## src/rtl/tx_os_inserter.sv

```systemverilog
// -----------------------------------------------------------------------------
// tx_os_inserter
//
// Transmit framing stage in front of the 8-bit scrambler. After reset it emits
// one COM so the downstream LFSR synchronises. It then forwards a
// valid/ready byte stream with one cycle of latency. It fills gaps with
// logical idle and periodically inserts a SKP ordered set (COM followed by
// SKP_COUNT x SKIP) between packets.
//
// Optional build macro: TX_OS_FORCE_EN
//   When defined, a pending ordered set that has waited SKP_INTERVAL cycles
//   for a packet boundary is inserted mid-packet. The packet resumes after
//   the ordered set.
//
// Ports
//   clk                in   clock
//   rst                in   synchronous active-high reset
//   s_valid            in   upstream byte valid
//   s_ready            out  upstream byte accepted when s_valid && s_ready
//   s_data[7:0]        in   payload byte
//   s_k                in   payload byte is a control symbol
//   s_last             in   last byte of packet
//   s_dis_scrambler    in   scramble-disable for this byte (passed through)
//   dout[7:0]          out  symbol to scrambler din
//   k_out              out  to scrambler k_in
//   dis_scrambler_out  out  to scrambler dis_scrambler_in
//   err_ctrl           out  one-cycle pulse: upstream sent COM/SKIP as K symbol
// -----------------------------------------------------------------------------
module tx_os_inserter #(
  parameter logic [7:0] COM          = 8'hBC,
  parameter logic [7:0] SKIP         = 8'h1C,
  parameter int         SKP_INTERVAL = 1180,  // legal 8..65535
  parameter int         SKP_COUNT    = 3,     // legal 1..7
  parameter logic [7:0] IDLE_BYTE    = 8'h00
) (
  input  logic       clk,
  input  logic       rst,
  input  logic       s_valid,
  output logic       s_ready,
  input  logic [7:0] s_data,
  input  logic       s_k,
  input  logic       s_last,
  input  logic       s_dis_scrambler,
  output logic [7:0] dout,
  output logic       k_out,
  output logic       dis_scrambler_out,
  output logic       err_ctrl
);

  typedef enum logic [1:0] {
    ST_SYNC = 2'd0,
    ST_DATA = 2'd1,
    ST_SKP  = 2'd2
  } state_t;

  localparam logic [15:0] CNT_MAX  = 16'(SKP_INTERVAL - 1);
  localparam logic [2:0]  SKP_LAST = 3'(SKP_COUNT - 1);

  state_t      state, state_d;
  logic [15:0] cnt, cnt_d, cnt_inc;
  logic        pending, pending_d;
  logic        in_pkt, in_pkt_d;
  logic [2:0]  skp_idx, skp_idx_d;
  logic [7:0]  dout_d;
  logic        k_d, dis_d, err_d;
  logic        insert, accept, force_hit;

`ifdef TX_OS_FORCE_EN
  localparam logic [15:0] FORCE_LIMIT = 16'(SKP_INTERVAL);
  logic [15:0] force_cnt, force_cnt_d;
  // The pending set has waited long enough inside a packet.
  assign force_hit = (force_cnt == FORCE_LIMIT);
`else
  assign force_hit = 1'b0;
`endif

  // Start an ordered set this cycle. This happens at a packet boundary, or
  // mid-packet once the forced-insertion timer expires.
  assign insert  = (state == ST_DATA) && pending && (!in_pkt || force_hit);
  assign s_ready = !rst && (state == ST_DATA) && !insert;
  assign accept  = s_valid && s_ready;

  // The interval counter saturates so a long packet cannot wrap it.
  assign cnt_inc = (cnt == CNT_MAX) ? cnt : cnt + 16'd1;

  always_comb begin
    // NOTE: every combinational output gets a default first so no path leaves
    // it unassigned; otherwise a latch would be inferred.
    state_d   = state;
    cnt_d     = cnt;
    pending_d = pending;
    in_pkt_d  = in_pkt;
    skp_idx_d = skp_idx;
    dout_d    = IDLE_BYTE;
    k_d       = 1'b0;
    dis_d     = 1'b0;
    err_d     = 1'b0;
`ifdef TX_OS_FORCE_EN
    force_cnt_d = force_cnt;
`endif

    unique case (state)
      ST_SYNC: begin
        dout_d    = COM;
        k_d       = 1'b1;
        cnt_d     = '0;
        pending_d = 1'b0;
        state_d   = ST_DATA;
      end

      ST_DATA: begin
        if (insert) begin
          dout_d    = COM;
          k_d       = 1'b1;
          skp_idx_d = '0;
          cnt_d     = '0;
          pending_d = 1'b0;
          state_d   = ST_SKP;
`ifdef TX_OS_FORCE_EN
          force_cnt_d = '0;
`endif
        end else begin
          cnt_d = cnt_inc;
          if (cnt_inc == CNT_MAX) pending_d = 1'b1;
`ifdef TX_OS_FORCE_EN
          if (pending && in_pkt) force_cnt_d = force_cnt + 16'd1;
`endif
          if (accept) begin
            dout_d   = s_data;
            k_d      = s_k;
            dis_d    = s_dis_scrambler;
            in_pkt_d = !s_last;
            err_d    = s_k && ((s_data == COM) || (s_data == SKIP));
          end
          // An underrun emits idle. in_pkt is kept, so the packet continues
          // afterwards.
        end
      end

      ST_SKP: begin
        dout_d    = SKIP;
        k_d       = 1'b1;
        skp_idx_d = skp_idx + 3'd1;
        if (skp_idx == SKP_LAST) state_d = ST_DATA;
      end

      default: state_d = ST_SYNC;
    endcase
  end

  // NOTE: sequential state uses non-blocking assignments so every register
  // samples the pre-edge values of the others.
  always_ff @(posedge clk) begin
    if (rst) begin
      state             <= ST_SYNC;
      cnt               <= '0;
      pending           <= 1'b0;
      in_pkt            <= 1'b0;
      skp_idx           <= '0;
      dout              <= '0;
      k_out             <= 1'b0;
      dis_scrambler_out <= 1'b0;
      err_ctrl          <= 1'b0;
`ifdef TX_OS_FORCE_EN
      force_cnt         <= '0;
`endif
    end else begin
      state             <= state_d;
      cnt               <= cnt_d;
      pending           <= pending_d;
      in_pkt            <= in_pkt_d;
      skp_idx           <= skp_idx_d;
      dout              <= dout_d;
      k_out             <= k_d;
      dis_scrambler_out <= dis_d;
      err_ctrl          <= err_d;
`ifdef TX_OS_FORCE_EN
      force_cnt         <= force_cnt_d;
`endif
    end
  end

endmodule

```

## config.mk

```make
export PLATFORM = sky130hd
export DESIGN_NAME = tx_os_inserter
export DESIGN_NICKNAME = d
export VERILOG_FILES = /design/src/rtl/tx_os_inserter.sv
export SDC_FILE = /design/constraint.sdc
export NUM_CORES = 1
export LEC_CHECK = 0
export ABC_AREA = 1
export BUFFER_PORTS_ARGS = -buffer_cell sky130_fd_sc_hd__buf_2
export CAP_MARGIN = 20
export CORE_UTILIZATION = 30
export CTS_BUF_LIST = sky130_fd_sc_hd__clkbuf_8
export DETAILED_ROUTE_END_ITERATION = 8
export HOLD_SLACK_MARGIN = 0.02
export MAX_ROUTING_LAYER = met4
export PLACE_DENSITY = 0.46
export SETUP_SLACK_MARGIN = 0.05
export SYNTH_ARGS = -nofsm -noshare
export SYNTH_HDL_FRONTEND = slang
export SYNTH_SLANG_ARGS = --single-unit
```

## constraint.sdc

```tcl
create_clock -name clk -period 2.5 [get_ports clk]
set_clock_uncertainty 0.15 [all_clocks]
set_input_delay 0.5 -clock clk [delete_from_list [all_inputs] [get_ports clk]]
set_output_delay 0.5 -clock clk [all_outputs]
set_load 0.03 [all_outputs]
```

==> results of run 1 <==
## how the worst max path moves through the flow
stage               startpoint  endpoint  slack (ns)  depth (start not counted)
floorplan                  rst   s_ready        0.71                          4
global placement           rst   s_ready        0.54                          5
detailed placement         rst   s_ready        0.53                          5
CTS                   state[1]   s_ready        0.25                          7
global route          state[0]   s_ready        0.07                          8
finish                state[1]   s_ready        0.26                          7
## power by group through the flow
stage               registers, uW  clock network (uW)  logic, uW
finish                        568                 437        126
global route                  570                 479        140
CTS                           568                 453        128
detailed placement            580                   0        127
global placement              580                   0        128
floorplan                     606                   0       57.5
## metal layers
layer / wire length (um) / GRT usage [%] / vias to the layer above
li1: - / - / 901
met1: 2180 / 20.4 / 766
met2: 2080 / 28.1 / 39
met3: 163 / 3.45 / 4
met4: 31 / 3.82 / 0
met5: 0 / - / -
## state kept, by name, summed over array words and instances (netlist names)
signal	cells
state	2
pending	1
dis_scrambler_out	1
k_out	1
dout	8
cnt	16
in_pkt	1
err_ctrl	1
skp_idx	3
## cell usage in the layout (no fill, tap or decap)
cell type    n
nor4_2       1
o21ai_0     15
nand2_2      6
clkinv_2     1
buf_2       25
inv_2        4
o211ai_1     1
clkinvlp_4   1
dfxtp_1     34
a21oi_1     12
clkbuf_8     6
inv_1       35
nor2_2       5
nor3_2       2
a211oi_1     2
xor2_1       3
nor2_1      26
nand2_1     63
nor3_1       1
buf_4        1
nand2_4      1
nand3_1     19
ha_1         3
nand4_1     12
nor2_4       4
o22ai_1      7
## critical path, delay by kind of cell, from the launching register on
family / cells / cell delay (ns)
buf+inv: 3 / 0.34
flops: 1 / 0.37
simple gates: 4 / 0.59
## kinds of logic (layout without fill, tap and decap cells)
kind of cell | after synthesis | after routing | share of synthesized area, %
AND/OR/NAND/NOR | 140 | 140 | 37.6
buffers and inverters | 42 | 73 | 9.16
AO/OA/AOI/OAI | 37 | 37 | 11.3
flip-flops | 34 | 34 | 38.3
adder cells (fa/ha/maj) | 3 | 3 | 2.11
XOR/XNOR | 3 | 3 | 1.48
## metrics by stage
stage | hold slack [ns] | utilization, % | std cells | cell area [sq um]
final | 0.227 | 37.0 | 362 | 2080
after global routing | 0.217 | 37.0 | 362 | 2080
after CTS | 0.219 | 37.0 | 362 | 2080
after detailed placement | 0.328 | 35.3 | 354 | 1980
after global placement | 0.321 | 35.3 | 354 | 1980
after floorplan | 0.285 | - | 259 | 1780
## cell type report
type / instances / area (sq um) / area share [%]
repair buffers: 26 / 133 / 6.39
multi-input cells: 183 / 932 / 44.9
clock inverters: 2 / 12.5 / 0.602
well taps: 72 / 90.1 / 4.34
inverters: 39 / 146 / 7.05
flip-flops and latches: 34 / 681 / 32.8
clock buffers: 6 / 82.6 / 3.98
==> flow_metrics.py, run 1 <==
metrics = {
    "outcome": {
        "status": "complete, no violations",
    },
    "clock_tree": {
        "cts-htree-levels": 2,
        "clock_path_buffers": 2,
        "cts.sinks": 34,
        "cts_tree": "built",
        "cts_buffers": 5,
        "clk_pin_slew_worst_paths_ns": 0.08,
        "postCtsSetupBuffers": 0,
        "insertion_delay_ns": 0.29,
        "cts_resized": 0,
        "cts-root-buf": "clkbuf_8",
        "holdBufCountCts": 0,
    },
    "timing": {
        "setup_slack_ns": 0.262,
        "relSlewSlack_pct": 63.0,
        "final_max_slew_viol_count": 0,
        "setup_viol": 0,
        "period_minus_slack_ns": 2.24,
        "fmax_mhz": 447,
        "hold_viol": 0,
        "rsz0062_at_grt": "false",
        "period_share_pct": 89.5,
        "worstMarginPinSlew_ns": 0.554,
        "final.setup.tns_ns": 0,
    },
    "synthesis": {
        "yosysWarnings": 0,
        "yosys-top-cells-area": "dfxtp_1 (38%), nand2_1 (13%), inv_1 (7.4%)",
        "synth_edf_count": 0,
        "synth_seq_cells": 34,
        "ys.flop_type": "dfxtp_1",
        "synth_area_leader_cell": "dfxtp_1",
        "synth_most_common_cell": "nand2_1",
        "seq_area_frac_synth_pct": 38.3,
        "synth.distinct_cells": 24,
        "avgSynthCellArea_sq_um": 6.86,
        "synth_common_cells": "nand2_1 (63), inv_1 (35), dfxtp_1 (34), nor2_1 (26), nand3_1 (19)",
        "synth_top_area_share_pct": 38.3,
        "netlist_area_sq_mm": 0.00178,
        "postSynthCellCount": 259,
        "async_flop_share_pct": 0,
        "synth_nets": 276,
    },
    "routing": {
        "wl_um": 4460,
        "routedWlPerCell_um": 12.3,
        "dr.pass1.iters": 4,
        "drc_errors": 0,
        "ant_nets": 0,
        "drtIter0Drc": 71,
        "vias": 1710,
        "avgViaCountPerCell": 4.72,
    },
    "global_routing": {
        "grt_max_degree": 16,
        "antenna_found_initial": 0,
        "grt_pass1_vias": 1740,
        "grt_pass1_wl_um": 7790,
        "overflow": 0,
        "grt_usage_pct": 16.6,
    },
    "pwr": {
        "seqPwrFrac_pct": 50.2,
        "switching_share_pct": 27.4,
        "switchingPower_uw": 310,
        "p_clk_share_pct": 38.7,
        "totalPowerFinal_uw": 1130,
        "comb_power_share_pct": 11.1,
        "vdd_drop_max_mv": 0.334,
        "p_leak_uw": 0.000868,
        "power_density_mw_per_mm2": 544,
        "power.internal_uw": 820,
    },
    "setup_path": {
        "startpoint_type": "flop",
        "cp_common_cell": "nor2_1",
        "worstPathMaxFanout": 9,
        "arrival_ns": 1.59,
        "timing.rr.end": "pending",
        "required_ns": 1.85,
        "path_cells": "nor2_1, inv_1, nor3_1, nor2_1, nand2_2, inv_2, buf_2",
        "cpPeakStageDelay_ns": 0.37,
        "slowest_stage": "dfxtp_1",
        "r2r_start": "cnt[0]",
        "cp-end-kind": "output pin",
        "crit_type": "reg -> out",
        "r2r_slack_ns": 0.61,
        "ff2ff_path_depth": 11,
    },
    "final_layout": {
        "areaGrowthSynthToFinish_pct": 17.0,
        "n_antenna_cell": 0,
        "nets": 306,
        "fillers": 660,
        "drive_gt1_share_pct": 19.7,
    },
    "die": {
        "die_x_um": 78.9,
        "die_height_um": 78.9,
        "num_rows": 27,
        "core_sq_mm": 0.00561,
        "initial_core_util_pct": 31.7,
        "io_pins": 26,
        "die_area_sq_mm": 0.00623,
    },
    "hold_path": {
        "hold_path.class": "in -> reg",
        "hold_depth": 2,
        "hp-start": "s_last",
        "worstHoldEndpoint": "in_pkt",
    },
    "flow_run": {
        "drv_cap": 0,
    },
    "placed_design": {
        "dp_hpwl_um": 3480,
        "preCtsSetupSlack_ns": 0.529,
        "gp_congestion": 0.806,
        "port_buffers": 25,
    },
}
Power figures use the tool's default switching activity.
==> run 2, diff against run 1 <==
- CELL_PAD_IN_SITES_DETAIL_PLACEMENT: unset -> 0
- CELL_PAD_IN_SITES_GLOBAL_PLACEMENT: unset -> 1
- PLACE_DENSITY: 0.46 -> 0.61
==> flow_metrics.py, run 2 (synthesized netlist as in run 1, its figures left out) <==
metrics = {
    "final_layout": {
        "final_cell_mix": "nand2_1 (63), inv_1 (35), dfxtp_1 (34)",
        "regMostFlops": "cnt",
        "largest_register_ffs": 16,
        "n_antenna_cell": 0,
        "instances_no_fill": 360,
        "nets": 306,
        "reg_top3": "cnt: 16 flops, dout: 8 flops, skp_idx: 3 flops",
        "mostFrequentLayoutCell": "nand2_1",
        "fillers": 648,
        "drive_gt1_share_pct": 19.1,
        "areaGrowthSynthToFinish_pct": 16.3,
    },
    "timing": {
        "period_share_pct": 89.3,
        "setup_viol": 0,
        "relSlewSlack_pct": 65.3,
        "period_minus_slack_ns": 2.23,
        "final.setup.tns_ns": 0,
        "worstMarginPinSlew_ns": 0.519,
        "hold_viol": 0,
        "final_max_slew_viol_count": 0,
        "fmax_mhz": 448,
        "rsz0062_at_grt": "false",
    },
    "routing": {
        "dr.pass1.iters": 4,
        "wl_um": 4590,
        "vias": 1710,
        "avgViaCountPerCell": 4.75,
        "drc_errors": 0,
        "ant_nets": 0,
        "routedWlPerCell_um": 12.7,
        "drtIter0Drc": 82,
    },
    "clock_tree": {
        "clk_pin_slew_worst_paths_ns": 0.07,
        "cts.sinks": 34,
        "cts_resized": 0,
        "insertion_delay_ns": 0.28,
        "clock_path_buffers": 2,
        "cts_tree": "built",
        "holdBufCountCts": 0,
        "cts_buffers": 5,
        "cts-root-buf": "clkbuf_8",
        "cts-htree-levels": 2,
        "postCtsSetupBuffers": 0,
    },
    "setup_path": {
        "required_ns": 1.85,
        "slowest_stage": "dfxtp_1",
        "path_cells": "nor2_1, inv_1, nor3_1, nor2_1, nand2_2, inv_2, buf_2",
        "crit_type": "reg -> out",
        "startpoint_type": "flop",
        "arrival_ns": 1.58,
        "cp_common_cell": "nor2_1",
        "cp-end-kind": "output pin",
        "worstPathMaxFanout": 9,
        "cpPeakStageDelay_ns": 0.45,
    },
    "flow_run": {
        "drv_cap": 0,
    },
    "placed_design": {
        "dp_hpwl_um": 3570,
        "gp_congestion": 0.799,
        "place_inst": 354,
        "port_buffers": 25,
    },
    "global_routing": {
        "grt_pass1_vias": 1646,
        "grt_usage_pct": 16.9,
        "overflow": 0,
        "antenna_found_initial": 0,
        "grt_pass1_wl_um": 7780,
        "grt_max_degree": 16,
    },
    "die": {
        "die_height_um": 78.9,
        "die_area_sq_mm": 0.00623,
        "die_x_um": 78.9,
        "io_pins": 26,
        "initial_core_util_pct": 31.7,
        "core_sq_mm": 0.00561,
        "num_rows": 27,
    },
    "outcome": {
        "status": "complete, no violations",
    },
    "pwr": {
        "vdd_drop_max_mv": 0.192,
        "p_leak_uw": 0.000864,
        "power_density_mw_per_mm2": 532,
    },
    "hold_path": {
        "hold_path.class": "in -> reg",
    },
}
-- run 2: changes by cell type in the layout (fill, tap and decap cells not counted), sizes merged --
| cell | before | now |
|---|---|---|
| clkinv | 1 | 0 |
| clkinvlp | 1 | 0 |
-- run 2: area by class of cell --
type	count	area (sq um)	area share (%)
Timing Repair Buffer	26	133	6.42
Inverter	39	146	7.09
Clock buffer	6	82.6	4.00
Sequential cell	34	681	33.0
Multi-Input combinational cell	183	932	45.2
Tap cell	72	90.1	4.36
-- run 2: stage by stage --
stage	setup slack, ns	util, %	hold slack (ns)	power, uW	cell area [sq um]
global placement	0.499	35.3	0.322	709	1980
finish	0.268	36.8	0.238	1100	2060
CTS	0.240	36.8	0.227	1120	2060
detailed placement	0.490	35.3	0.324	709	1980
global route	0.105	36.8	0.236	1160	2060
floorplan	0.711	-	0.285	664	1780
-- run 2: report_power, final --
part	total [uW]	internal, uW	switching [uW]	leakage, uW
Sequential	568	561	7.04	0.000277
Clock	404	212	192	0.0000431
Combinational	127	38.1	88.6	0.000544
-- run 2: worst max-delay path: cells and delay by family, from the launching register on --
kind,cells,cell delay [ns]
simple gates,4,0.38
buf+inv,3,0.47
flops,1,0.45
-- run 2: per-layer routing --
metal / GRT usage, % / vias up / wire [um]
met3: 2.76 / 9 / 163
met4: 7.64 / 0 / 97
met2: 27.9 / 34 / 2190
met5: - / - / 0
met1: 20.1 / 768 / 2130
li1: - / 899 / -
-- run 2: final timing paths --
kind / startpoint / end / slack, ns / cells after the start
worst min register to register: skp_idx[2] / skp_idx[2] / 0.33 / 2
worst max register to register: cnt[0] / pending / 0.61 / 11
worst min-delay path: s_last / in_pkt / 0.24 / 2
worst max-delay path: state[1] / s_ready / 0.27 / 7
